--- config.mk ---
export PLATFORM = sky130hd
export DESIGN_NAME = aud_dac_serializer
export DESIGN_NICKNAME = d
export VERILOG_FILES = /design/src/rtl/aud_dac_serializer_pkg.sv /design/src/rtl/aud_bclk_gen.sv /design/src/rtl/aud_dac_serializer.sv
export SDC_FILE = /design/constraint.sdc
export NUM_CORES = 1
export LEC_CHECK = 0
export CORE_ASPECT_RATIO = 1.2
export CORE_UTILIZATION = 50
export CTS_CLUSTER_DIAMETER = 60
export DETAILED_ROUTE_END_ITERATION = 8
export PLACE_DENSITY = 0.74
export SLEW_MARGIN = 20
export SYNTH_ARGS = -nofsm -noshare
export SYNTH_HDL_FRONTEND = slang
export SYNTH_HIERARCHICAL = 1
export SYNTH_SLANG_ARGS = --single-unit
--- constraint.sdc ---
create_clock -name CLK -period 3.1 [get_ports CLK]
set_clock_uncertainty 0.2 [all_clocks]
set_input_delay 0.62 -clock CLK [delete_from_list [all_inputs] [get_ports CLK]]
set_output_delay 0.62 -clock CLK [all_outputs]
set_load 0.05 [all_outputs]
--- src/rtl/aud_dac_serializer_pkg.sv ---
// rtl/aud_dac_serializer_pkg.sv - shared types and defaults for the audio DAC serializer
package aud_dac_serializer_pkg;

  typedef enum logic {
    IDLE = 1'b0,
    RUN  = 1'b1
  } state_t;

  localparam int DEF_BCLK_DIV  = 16;
  localparam int DEF_WORD_W    = 16;
  localparam int DEF_FRAME_LEN = 2 * DEF_WORD_W;

endpackage

--- src/rtl/aud_bclk_gen.sv ---
// rtl/aud_bclk_gen.sv - BCLK divider with one-cycle rise/fall strobes
module aud_bclk_gen
  import aud_dac_serializer_pkg::*;
#(
  parameter int BCLK_DIV = DEF_BCLK_DIV
) (
  input  logic clk,
  input  logic rst_n,
  input  logic hold,
  output logic bclk,
  output logic rise,
  output logic fall
);

  localparam logic [7:0] TC = 8'(BCLK_DIV - 1);

  logic [7:0] div_q, div_d;
  logic       bclk_q, bclk_d;
  logic       tc;

  always_comb begin
    tc     = (div_q == TC);
    div_d  = tc ? 8'd0 : div_q + 8'd1;
    bclk_d = bclk_q ^ tc;
    if (hold) begin
      div_d  = 8'd0;
      bclk_d = 1'b0;
    end
  end

  // Strobes mark the cycle whose clock edge moves BCLK.
  assign rise = tc & ~bclk_q & ~hold;
  assign fall = tc & bclk_q & ~hold;
  assign bclk = bclk_q;

  always_ff @(posedge clk or negedge rst_n) begin
    if (!rst_n) begin
      div_q  <= 8'd0;
      bclk_q <= 1'b0;
    end else begin
      div_q  <= div_d;
      bclk_q <= bclk_d;
    end
  end

endmodule

--- src/rtl/aud_dac_serializer.sv ---
// rtl/aud_dac_serializer.sv - sample-pair buffer and codec serializer (codec as slave)
// AUD_I2S_MODE_EN selects Philips I2S framing; left-justified otherwise.
module aud_dac_serializer
  import aud_dac_serializer_pkg::*;
#(
  parameter int BCLK_DIV = DEF_BCLK_DIV,
  parameter int WORD_W   = DEF_WORD_W
) (
  input  logic              CLK,
  input  logic              RESET_N,
  input  logic              ENABLE,
  input  logic              IN_VALID,
  output logic              IN_READY,
  input  logic [WORD_W-1:0] LData,
  input  logic [WORD_W-1:0] RData,
  output logic              AUD_BCLK,
  output logic              AUD_DACLRCK,
  output logic              AUD_DACDAT,
  output logic              FRAME_START,
  output logic              UNDERRUN
);

  localparam int FRAME_LEN = DEF_FRAME_LEN / DEF_WORD_W * WORD_W;
  localparam int BIT_W     = $clog2(FRAME_LEN);
`ifdef AUD_I2S_MODE_EN
  localparam int SH_W = FRAME_LEN + 1;
`else
  localparam int SH_W = FRAME_LEN;
`endif
  localparam logic [BIT_W-1:0] LAST_BIT = BIT_W'(FRAME_LEN - 1);
  localparam logic [BIT_W-1:0] HALF     = BIT_W'(WORD_W);

  state_t               state_q, state_d;
  logic                 full_q, full_d;
  logic [FRAME_LEN-1:0] buf_q, buf_d;
  logic [SH_W-1:0]      sh_q, sh_d;
  logic [BIT_W-1:0]     bit_q, bit_d;
  logic                 framing_q, framing_d;
  logic                 tail_q, tail_d;
  logic                 stop_q, stop_d;
  logic                 lrck_q, lrck_d;
  logic                 dat_q, dat_d;
  logic                 fs_q, fs_d;
  logic                 und_q, und_d;

  logic                 bclk, bclk_rise, bclk_fall, hold;
  logic                 hs, boundary, load;
  logic [FRAME_LEN-1:0] word;
  logic [SH_W-1:0]      sh_pre;

  function automatic logic lrck_for(input logic [BIT_W-1:0] idx);
`ifdef AUD_I2S_MODE_EN
    return idx >= HALF;
`else
    return idx < HALF;
`endif
  endfunction

  assign hold = (state_q == IDLE);

  aud_bclk_gen #(.BCLK_DIV(BCLK_DIV)) u_bclk_gen (
    .clk   (CLK),
    .rst_n (RESET_N),
    .hold  (hold),
    .bclk  (bclk),
    .rise  (bclk_rise),
    .fall  (bclk_fall)
  );

  always_comb begin
    state_d   = state_q;
    full_d    = full_q;
    buf_d     = buf_q;
    sh_d      = sh_q;
    bit_d     = bit_q;
    framing_d = framing_q;
    tail_d    = tail_q;
    stop_d    = stop_q;
    lrck_d    = lrck_q;
    dat_d     = dat_q;
    fs_d      = 1'b0;
    und_d     = und_q;
    load      = 1'b0;
    hs        = IN_VALID & ~full_q;
    // The first fall after leaving IDLE is treated as a frame boundary.
    boundary  = bclk_fall & (~framing_q | (bit_q == LAST_BIT));
    word      = full_q ? buf_q : '0;
`ifdef AUD_I2S_MODE_EN
    sh_pre    = {sh_q[SH_W-1], word};
`else
    sh_pre    = word;
`endif

    case (state_q)
      IDLE: begin
        bit_d     = '0;
        framing_d = 1'b0;
        tail_d    = 1'b0;
        stop_d    = 1'b0;
        lrck_d    = 1'b0;
        dat_d     = 1'b0;
        sh_d      = '0;
        if (ENABLE) state_d = RUN;
      end
      RUN: begin
        // Stop decision is taken half a bit ahead of the boundary it applies to.
        if (bclk_rise) stop_d = ~ENABLE;
        if (tail_q) begin
          if (bclk_fall) begin
            state_d = IDLE;
            lrck_d  = 1'b0;
            dat_d   = 1'b0;
          end
        end else if (boundary) begin
          bit_d = '0;
          if (stop_q) begin
`ifdef AUD_I2S_MODE_EN
            tail_d = 1'b1;
            dat_d  = sh_q[SH_W-1];
            lrck_d = lrck_for('0);
`else
            state_d = IDLE;
            lrck_d  = 1'b0;
            dat_d   = 1'b0;
`endif
          end else begin
            load      = 1'b1;
            framing_d = 1'b1;
            fs_d      = 1'b1;
            if (!full_q) und_d = 1'b1;
            dat_d     = sh_pre[SH_W-1];
            sh_d      = sh_pre << 1;
            lrck_d    = lrck_for('0);
          end
        end else if (bclk_fall) begin
          bit_d  = bit_q + 1'b1;
          dat_d  = sh_q[SH_W-1];
          sh_d   = sh_q << 1;
          lrck_d = lrck_for(bit_d);
        end
      end
      default: state_d = IDLE;
    endcase

    if (load) full_d = 1'b0;
    if (hs) begin
      full_d = 1'b1;
      buf_d  = {LData, RData};
    end
  end

  always_ff @(posedge CLK or negedge RESET_N) begin
    if (!RESET_N) begin
      state_q   <= IDLE;
      full_q    <= 1'b0;
      buf_q     <= '0;
      sh_q      <= '0;
      bit_q     <= '0;
      framing_q <= 1'b0;
      tail_q    <= 1'b0;
      stop_q    <= 1'b0;
      lrck_q    <= 1'b0;
      dat_q     <= 1'b0;
      fs_q      <= 1'b0;
      und_q     <= 1'b0;
    end else begin
      state_q   <= state_d;
      full_q    <= full_d;
      buf_q     <= buf_d;
      sh_q      <= sh_d;
      bit_q     <= bit_d;
      framing_q <= framing_d;
      tail_q    <= tail_d;
      stop_q    <= stop_d;
      lrck_q    <= lrck_d;
      dat_q     <= dat_d;
      fs_q      <= fs_d;
      und_q     <= und_d;
    end
  end

  assign IN_READY    = ~full_q;
  assign AUD_BCLK    = bclk;
  assign AUD_DACLRCK = lrck_q;
  assign AUD_DACDAT  = dat_q;
  assign FRAME_START = fs_q;
  assign UNDERRUN    = und_q;

endmodule

# --- Yosys cells after proc, flatten, opt, wreduce, memory -nomap -nowiden ---
# Cells that the tools add are included.
op_classes:
  n_addsub: 2
  n_lt_le_gt_ge: 1
  n_eq_ne: 7
  n_mux: 31
  n_bitwise: 14
  n_reduce_logical: 4
op_table:
  columns: ["operator", "n"]
  rows:
  - ["two-way mux 32 bit", 4]
  - ["case mux 32 bit (2 select lines)", 1]
  - ["two-way mux 1 bit", 16]
  - ["two-way mux 8 bit", 2]
  - ["two-way mux 5 bit", 2]
  - ["case mux 1 bit (2 select lines)", 5]
  - ["case mux 5 bit (2 select lines)", 1]
  - ["adder 8 x 1 -> 8 bit (second input constant)", 1]
  - ["== test 8 x 4 -> 1 bit (second input constant)", 1]
  - ["bitwise AND 1 bit", 6]
  - ["NOT 1 bit", 6]
  - ["adder 5 x 1 -> 5 bit (second input constant)", 1]
  - ["== test 5 bit (second input constant)", 1]
  - ["< comparator 5 bit (second input constant)", 1]
  - ["inequality test 2 x 1 -> 1 bit (second input constant)", 2]
  - ["AND reduction 2 bit", 2]
  - ["AND reduction 4 bit", 1]
  - ["inequality test 3 x 1 -> 1 bit (second input constant)", 1]
  - ["inequality test 3 bit (second input constant)", 1]
  - ["inequality test 2 bit (second input constant)", 1]
  - ["nonzero test 2 bit", 1]
  - ["bitwise OR 1 bit", 1]
  - ["XOR 1 bit", 1]
word_totals:
  register_bits: 86
  output_inout_bits: 6

# --- Logic depth before layout (Yosys ltp) ---
# Gate-level depths: netlist of run 1.
logic_depth:
  word_depth: 8
  ltp_mapped: 11

# --- By module ---
# The synthesis of run 1 kept the hierarchy.
modules_own_cells:
  columns: ["mod", "n_inst", "cells_each", "area_per_inst_um2", "seq_area_each_um2"]
  rows:
  - ["aud_dac_serializer", 1, 304, 3611.0, 1901.8]
  - ["aud_bclk_gen", 1, 47, 484.2, 225.2]

# --- Worst setup path before layout of run 1 ---
# No wires, ideal clock.
synth_timing:
  path_type: "register -> register"
  startpoint: "register u_bclk_gen.div_q[4]"
  endpoint: "register sh_q[10]"
  t_arrival_ns: 2.176
  t_required_ns: 2.775
  setup_slack_ns: 0.599
  path_stages_with_launch: 10
  n_path_buf: 2
  synth_period_minus_slack_ns: 2.501
  path_cell_list: "dfrtp_1 > or4_4 > nor2_1 > ha_1 > nor2b_1 > buf_2 > and2_2 > clkbuf_2 > o21ai_0 > mux2_4"
synth_between:
  elab_chain_len: 6
synth_rtl:
  columns: ["item", "line", "source"]
  rows:
  - ["start, declared", "aud_bclk_gen.sv:17", "logic [7:0] div_q, div_d;"]
  - ["start signal, assigned", "aud_bclk_gen.sv:41", "div_q <= div_d;"]
  - ["== test 8 x 4 -> 1 bit (*)", "aud_bclk_gen.sv:22", "tc = (div_q == TC);"]
  - ["bitwise AND 1 bit (*) (2 in series)", "aud_bclk_gen.sv:33", "assign fall = tc & bclk_q & ~hold;"]
  - ["via bclk_fall", "aud_dac_serializer.sv:46", "logic bclk, bclk_rise, bclk_fall, hold;"]
  - ["bitwise AND 1 bit", "aud_dac_serializer.sv:86", "boundary = bclk_fall & (~framing_q | (bit_q == LAST_BIT));"]
  - ["two-way mux 32 bit, or another cell as far along", "aud_dac_serializer.sv:114", "end else if (boundary) begin"]
  - ["case mux 32 bit (2 select lines) or AND reduction 2 bit (tied branches)", null, null]
  - ["end signal, assigned", "aud_dac_serializer.sv:157", "sh_q <= '0;"]
  - ["end signal, assigned", "aud_dac_serializer.sv:170", "sh_q <= sh_d;"]
  - ["end, declared", "aud_dac_serializer.sv:36", "logic [SH_W-1:0] sh_q, sh_d;"]
# The timed path passes the listed nets; every way through them passes the cells marked *.
# A chain may end at the register's enable or synchronous reset.

# --- Worst setup path after layout of run 1 ---
layout_timing:
  startpoint: "register u_bclk_gen.div_q[4]"
  endpoint: "register sh_q[12]"
# Same word-level chain as after synthesis.

==> flow_metrics.tcl, run 1 <==
set metrics [dict create \
    ys_top_cells_by_area "dfrtp_1 (52%), mux2_4 (11%), mux2_2 (9.1%)" \
    synth_nets 392 \
    ys_ff_latch 85 \
    drive_gt1_frac 0.258 \
    fmax_ghz 0.351 \
    grt_pass1_wl_um 13500 \
    ys_top_cells_by_count "dfrtp_1 (85), nand2_1 (35), o21ai_0 (35)" \
    synth_seq_area_share 0.519 \
    die_width_um 84.6 \
    worst_ep_arrival_time_ns 2.89 \
    final_hold_viol_count 0 \
    p_switching_mw 1.24 \
    postCtsSetupBuffers 0 \
    nets 428 \
    core_area_um2 7790 \
    diodes 0 \
    remaining_drc_errors 0 \
    cts_root_buf "clkbuf_8" \
    slew-limit-headroom 0.536 \
    grt_pass1_vias 2827 \
    io_pins 42 \
    start_kind "flop" \
    period_share 0.920 \
    netlist_area_um2 4100 \
    cts_tree "built" \
    clkLatencyLatePin_ns 0.35 \
    pwr-share-clk 0.222 \
    required_ns 3.13 \
    dieArea_um2 8560 \
    cp_max_fo 33 \
    max-vdd-ir-drop_v 0.000463 \
    comb_power_share 0.324 \
    synth.avg_cell_area_um2 11.7 \
    gp_congestion 0.705 \
    rows 35 \
    clk_pin_slew_ns 0.08 \
    setup_tns_ns 0 \
    ys.flop_type "dfrtp_1" \
    drv_cap 0 \
    endpoint_kind "flop" \
    synthArstFlopShare 1.00 \
    p_int_mw 2.50 \
    cts.hold.buffers_added 0 \
    portBuffers 41 \
    worst_pin_slew_ns 0.696 \
    firstDrtPassIters 6 \
    crit_type "reg -> reg" \
    outcome "finished clean" \
    antenna_found_initial 0 \
    dr_total_vias 2792 \
    dp_hpwl_um 5080 \
    syn_to_final_growth_pct 17.0 \
    cts_resized 0 \
    finalMaxSlewViolations 0 \
    grt_max_degree 55 \
    cts_buffers 9 \
    viasPerCell 5.77 \
    holdWs_ns 0.110 \
    hp-class "in -> async" \
    seq_power_share 0.454 \
    die_h_um 101 \
    track_usage 0.202 \
    ant_nets 0 \
    p_per_area_nw_per_um2 781 \
    synth_edf_count 0 \
    finalSetupViolations 0 \
    switching_share 0.331 \
    yosys.area.top_type "dfrtp_1" \
    cts.sinks 85 \
    rsz0062_at_grt "false" \
    synthCells 351 \
    p_total_mw 3.74 \
    fin_crit_ns 2.85 \
    p_leak_nw 2.05 \
    overflow 0 \
    clock_path_buffers 2 \
    htree_levels 3 \
    initial_core_util 0.525 \
    drt-wirelength-per-cell_um 16.1 \
    drt-initial-drc-count 196 \
    yosysMostFrequentCell "dfrtp_1" \
    routed_wl_um 7780 \
    ys_types 42 \
    synth_warnings 6 \
    synth.top_cell.area_share 0.519 \
]
[layout make-up]
type | count | area [µm²]
clock buffer | 11 | 131
timing repair buffer | 52 | 515
clock inverter | 5 | 75.1
fill | 646 | 3000
tap | 92 | 115
inverter | 6 | 22.5
multi-input combinational | 233 | 1810
sequential | 85 | 2130
[final timing paths]
| path | startpoint | endpoint | slack (ns) | depth (start not counted) |
|---|---|---|---|---|
| worst min-delay path | RESET_N | buf_q[7]$_DFFE_PN0P_ | 0.11 | 1 |
| worst max register to register | u_bclk_gen/div_q[4]$_DFF_PN0_ | sh_q[12]$_DFFE_PN0P_ | 0.25 | 7 |
| min in group CLK | UNDERRUN$_DFFE_PN0P_ | UNDERRUN$_DFFE_PN0P_ | 0.29 | 1 |
| worst min register to register | UNDERRUN$_DFFE_PN0P_ | UNDERRUN$_DFFE_PN0P_ | 0.29 | 1 |
| max in group asynchronous | RESET_N | sh_q[21]$_DFFE_PN0P_ | 1.98 | 2 |
| worst max-delay path | u_bclk_gen/div_q[4]$_DFF_PN0_ | sh_q[12]$_DFFE_PN0P_ | 0.25 | 7 |
[critical path: stages (launching register included)]
cell and delay, ns:
dfrtp_1 0.44, or4_4 0.56, nor2_1 0.16, ha_1 0.16, nor2b_2 0.20, and2_2 0.51, o21ai_0 0.22, mux2_4 0.29
[power groups by stage]
stage               sequential [mW]  clock [mW]  combinational [mW]
floorplan                      1.72           0               0.872
CTS                            1.70       0.854                1.23
global route                   1.74       0.902                1.33
detailed placement             1.72           0                1.22
finish                         1.70       0.830                1.21
global placement               1.70           0                1.19
[layout by cell type, fill, tap and decap left out, drive strengths merged]
cell type      netlist  layout
dfrtp               85      85
mux2                63      63
clkdlybuf4s50        0      40
nand2               36      36
o21ai               35      35
nand4               33      33
buf                 11      12
nor2                11      11
clkbuf              16      11
a21oi                8       8
inv                  6       6
nand3                6       6
nand2b               5       5
ha                   5       5
nor2b                5       5
or3                  4       4
a31oi                3       3
clkinv               0       3
and3                 2       2
nor3                 2       2
bufinv               0       2
and2                 2       2
a21o                 2       2
o21bai               2       2
a211oi               1       1
and2b                1       1
nand4b               1       1
xor2                 1       1
mux2i                1       1
or4                  1       1
nor4                 1       1
a221o                1       1
xnor2                1       1
[cells by family (layout without fill, tap and decap cells)]
group / count (synthesis) / in the layout / synth area share
and+or+nand+nor: 110 / 110 / 0.142
DFF: 85 / 85 / 0.519
muxes: 64 / 64 / 0.203
AOI/OAI and AO/OA: 52 / 52 / 0.0752
buffers and inverters: 33 / 74 / 0.0409
adders and majority gates: 5 / 5 / 0.0153
xor gates and xnor gates: 2 / 2 / 0.00428
[through the flow]
| stage | setup WS (ns) | cells | instance area [µm²] | utilization |
|---|---|---|---|---|
| global route | 0.0431 | 484 | 4790 | 0.615 |
| global placement | 0.349 | 468 | 4590 | 0.588 |
| floorplan | 0.599 | 351 | 4100 | - |
| finish | 0.249 | 484 | 4790 | 0.615 |
| CTS | 0.232 | 484 | 4790 | 0.615 |
| detailed placement | 0.251 | 468 | 4590 | 0.588 |
[state kept, by name (all words and copies together), names as in the netlist]
signal,count
state_q,1
u_bclk_gen/div_q,8
bit_q,5
UNDERRUN,1
u_bclk_gen/bclk,1
FRAME_START,1
framing_q,1
full_q,1
sh_q,31
AUD_DACLRCK,1
buf_q,32
stop_q,1
AUD_DACDAT,1
[per-layer routing]
layer  routed length, µm  global-route usage  vias to the layer above
met5                   0                   0                        -
met4                 110              0.0756                        0
met3                 251              0.0407                       12
met2                3930               0.336                       50
met1                3490               0.264                     1412
li1                    -                   -                     1318
(Power assumes the default switching activity.)
==> run 2, diff against run 1 <==
--- a/config.mk
+++ b/config.mk
@@ -7,7 +7,7 @@
 export LEC_CHECK = 0
 export CORE_ASPECT_RATIO = 1.2
 export CORE_UTILIZATION = 50
-export CTS_CLUSTER_DIAMETER = 60
+export CTS_CLUSTER_DIAMETER = 200
 export DETAILED_ROUTE_END_ITERATION = 8
 export PLACE_DENSITY = 0.74
 export SLEW_MARGIN = 20
==> results of run 2 <==
No change in the layout: final DEF, timing and power equal those of run 1.
==> run 3, diff against run 2 <==
--- a/config.mk
+++ b/config.mk
@@ -13,5 +13,4 @@
 export SLEW_MARGIN = 20
 export SYNTH_ARGS = -nofsm -noshare
 export SYNTH_HDL_FRONTEND = slang
-export SYNTH_HIERARCHICAL = 1
 export SYNTH_SLANG_ARGS = --single-unit
==> run 3 against run 2 <==
Hold slack worse by 0.057 ns. Final cell count decreased by 13%. Clock power decreased by 2.7%. Sequential share of layout area is 3.4 points higher. Synthesized cell count decreased by 19%. First-iteration DRC count down 44%. Power shrank 11%. Sequential power shrank 4%. Combinational power down 28%. Critical path type unchanged. Die area down 8.2%.
==> flow_metrics.tcl, run 3 <==
set metrics [dict create \
    cp_max_fo 26 \
    worstPathCellList "nor4_1 > nor2b_1 > ha_1 > nand2_2 > nor3_4 > buf_4 > a22o_1 > mux2_1" \
    regArea_um2 2130 \
    synthCells 285 \
    dp_hpwl_um 4320 \
    cts.sinks 85 \
    fin_crit_ns 2.71 \
    synth_warnings 0 \
    gp_congestion 0.753 \
    initial_core_util 0.516 \
    dieArea_um2 7850 \
    ys_top_cells_by_area "dfrtp_1 (57%), mux2_2 (9.6%), mux2_1 (7.8%)" \
    dr_total_vias 2350 \
    cts_tree "built" \
    grt_pass1_vias 2381 \
    ff2ff_setup_slack_ns 0.39 \
    hp-class "in -> async" \
    finalSetupViolations 0 \
    viasPerCell 5.57 \
    diodes 0 \
    final_hold_viol_count 0 \
    comb_power_share 0.263 \
    ys_top_cells_by_count "dfrtp_1 (85), mux2_2 (32), a22o_1 (26), mux2_1 (26)" \
    slew-limit-headroom 0.494 \
    grt_max_degree 86 \
    yosysMostFrequentCell "dfrtp_1" \
    finalMaxSlewViolations 0 \
    syn_to_final_growth_pct 18.8 \
    r2r_start "u_bclk_gen.div_q[5]$_DFF_PN0_" \
    die_h_um 96.9 \
    drt-initial-drc-count 109 \
    postCtsSetupBuffers 0 \
    nets 368 \
    p_switching_mw 1.04 \
    cts_resized 0 \
    r2r_cells 8 \
    layout_common_cells "dfrtp_1 (85), clkdlybuf4s50_1 (40), mux2_2 (32)" \
    routed_wl_um 6460 \
    cts_buffers 9 \
    clock_path_buffers 2 \
    clk_pin_slew_ns 0.09 \
    r2r-end "sh_q[7]$_DFFE_PN0P_" \
    reg_top3 "buf_q (32), sh_q (31), u_bclk_gen.div_q (8)" \
    pre_cts_ws_ns 0.432 \
    p_per_area_nw_per_um2 744 \
    synth_nets 326 \
    p_int_mw 2.27 \
    max-vdd-ir-drop_v 0.000419 \
    cts_root_buf "clkbuf_8" \
    synth_edf_count 0 \
    drive_gt1_frac 0.190 \
    grt_pass1_wl_um 11200 \
    worst_pin_slew_ns 0.757 \
    antenna_found_initial 0 \
    synthArstFlopShare 1.00 \
    ys.flop_type "dfrtp_1" \
    overflow 0 \
    required_ns 3.19 \
    firstDrtPassIters 4 \
    htree_levels 3 \
    yosys.area.top_type "dfrtp_1" \
    rsz0062_at_grt "false" \
    endpoint_kind "flop" \
    synth.avg_cell_area_um2 13.2 \
    fillers 579 \
    slowest_stage "dfrtp_1" \
    setup_ws_ns 0.391 \
    rows 34 \
    final_common_cell "dfrtp_1" \
    cp_num_buf_inv 1 \
    clkLatencyLatePin_ns 0.35 \
    ys_types 45 \
    seq_power_share 0.493 \
    remaining_drc_errors 0 \
    crit_type "reg -> reg" \
    multi_input_area_um2 1520 \
    die_width_um 81.1 \
    synth_seq_area_share 0.567 \
    drt-wirelength-per-cell_um 15.3 \
    switching_share 0.314 \
    fmax_ghz 0.369 \
    core_area_um2 7270 \
    setup_tns_ns 0 \
    ant_nets 0 \
    drv_cap 0 \
    start_kind "flop" \
    post-route-util 0.612 \
    outcome "finished clean" \
    ys_ff_latch 85 \
    critPathTopFamily "simple AND/OR/NAND/NOR gates" \
    critPathMaxStageDelay_ns 0.43 \
    p_leak_nw 2.06 \
    worst_ep_arrival_time_ns 2.80 \
    regMostFlops "buf_q" \
    track_usage 0.189 \
    io_pins 42 \
    largest_register_ffs 32 \
    synth.top_cell.area_share 0.567 \
    cts.hold.buffers_added 0 \
    pwr-share-clk 0.244 \
    netlist_area_um2 3750 \
    period_share 0.874 \
    portBuffers 41 \
]
-- run 3: worst max path at each step --
| stage | startpoint | to | slack (ns) | cells after the start |
|---|---|---|---|---|
| 6_report | u_bclk_gen.div_q[5]$_DFF_PN0_ | sh_q[7]$_DFFE_PN0P_ | 0.39 | 8 |
| 5_1_grt | u_bclk_gen.div_q[5]$_DFF_PN0_ | sh_q[7]$_DFFE_PN0P_ | 0.16 | 8 |
| 4_1_cts | u_bclk_gen.div_q[5]$_DFF_PN0_ | sh_q[7]$_DFFE_PN0P_ | 0.36 | 8 |
| 3_5_place_dp | u_bclk_gen.div_q[5]$_DFF_PN0_ | sh_q[2]$_DFFE_PN0P_ | 0.43 | 8 |
| 3_3_place_gp | u_bclk_gen.div_q[0]$_DFF_PN0_ | sh_q[13]$_DFFE_PN0P_ | 0.34 | 7 |
| 2_1_floorplan | u_bclk_gen.div_q[5]$_DFF_PN0_ | sh_q[10]$_DFFE_PN0P_ | 0.70 | 8 |
-- run 3: cell families after synthesis --
| family | count (synthesis) | synth area share |
|---|---|---|
| simple gates | 56 | 0.0837 |
| mux | 59 | 0.177 |
| flops | 85 | 0.567 |
| buf+inv | 21 | 0.0304 |
| compound gates | 54 | 0.114 |
| fa+ha+maj | 5 | 0.0167 |
| xor+xnor | 5 | 0.0117 |
-- run 3: stage by stage --
| step | total power, mW | instance area (µm²) | instances | hold WS, ns |
|---|---|---|---|---|
| 3_5_place_dp | 2.55 | 4250 | 406 | 0.274 |
| 3_3_place_gp | 2.50 | 4240 | 406 | 0.238 |
| 6_report | 3.31 | 4460 | 422 | 0.0532 |
| 4_1_cts | 3.35 | 4460 | 422 | 0.0957 |
| 5_1_grt | 3.52 | 4460 | 422 | 0.0990 |
| 2_1_floorplan | 2.25 | 3750 | 285 | 0.124 |
-- run 3: cell type report --
| cell class | instances | share of cell area |
|---|---|---|
| Tap cell | 90 | 0.0253 |
| Timing Repair Buffer | 48 | 0.106 |
| Multi-Input combinational cell | 179 | 0.341 |
| Inverter | 4 | 0.00337 |
| Clock buffer | 10 | 0.0309 |
| Clock inverter | 6 | 0.0157 |
| Sequential cell | 85 | 0.477 |
-- run 3: worst register-to-register path: stages, from the launching register on --
cell and delay (ns):
dfrtp_1 0.43, nor4_1 0.42, nor2b_1 0.28, ha_1 0.36, nand2_2 0.18, nor3_4 0.16, buf_4 0.30, a22o_1 0.19
mux2_1 0.13
-- run 3: per-layer routing --
| metal | vias to the layer above | track usage | routed length, µm |
|---|---|---|---|
| li1 | 1111 | - | - |
| met3 | 11 | 0.0425 | 227 |
| met2 | 44 | 0.287 | 3140 |
| met1 | 1184 | 0.259 | 2980 |
| met4 | 0 | 0.0769 | 112 |
| met5 | - | 0 | 0 |
-- run 3: power groups by stage --
stage | Clock (mW) | Sequential [mW] | Combinational [mW]
finish | 0.808 | 1.63 | 0.871
global route | 0.885 | 1.68 | 0.961
global placement | 0 | 1.65 | 0.851
floorplan | 0 | 1.63 | 0.618
detailed placement | 0 | 1.66 | 0.884
CTS | 0.827 | 1.64 | 0.887
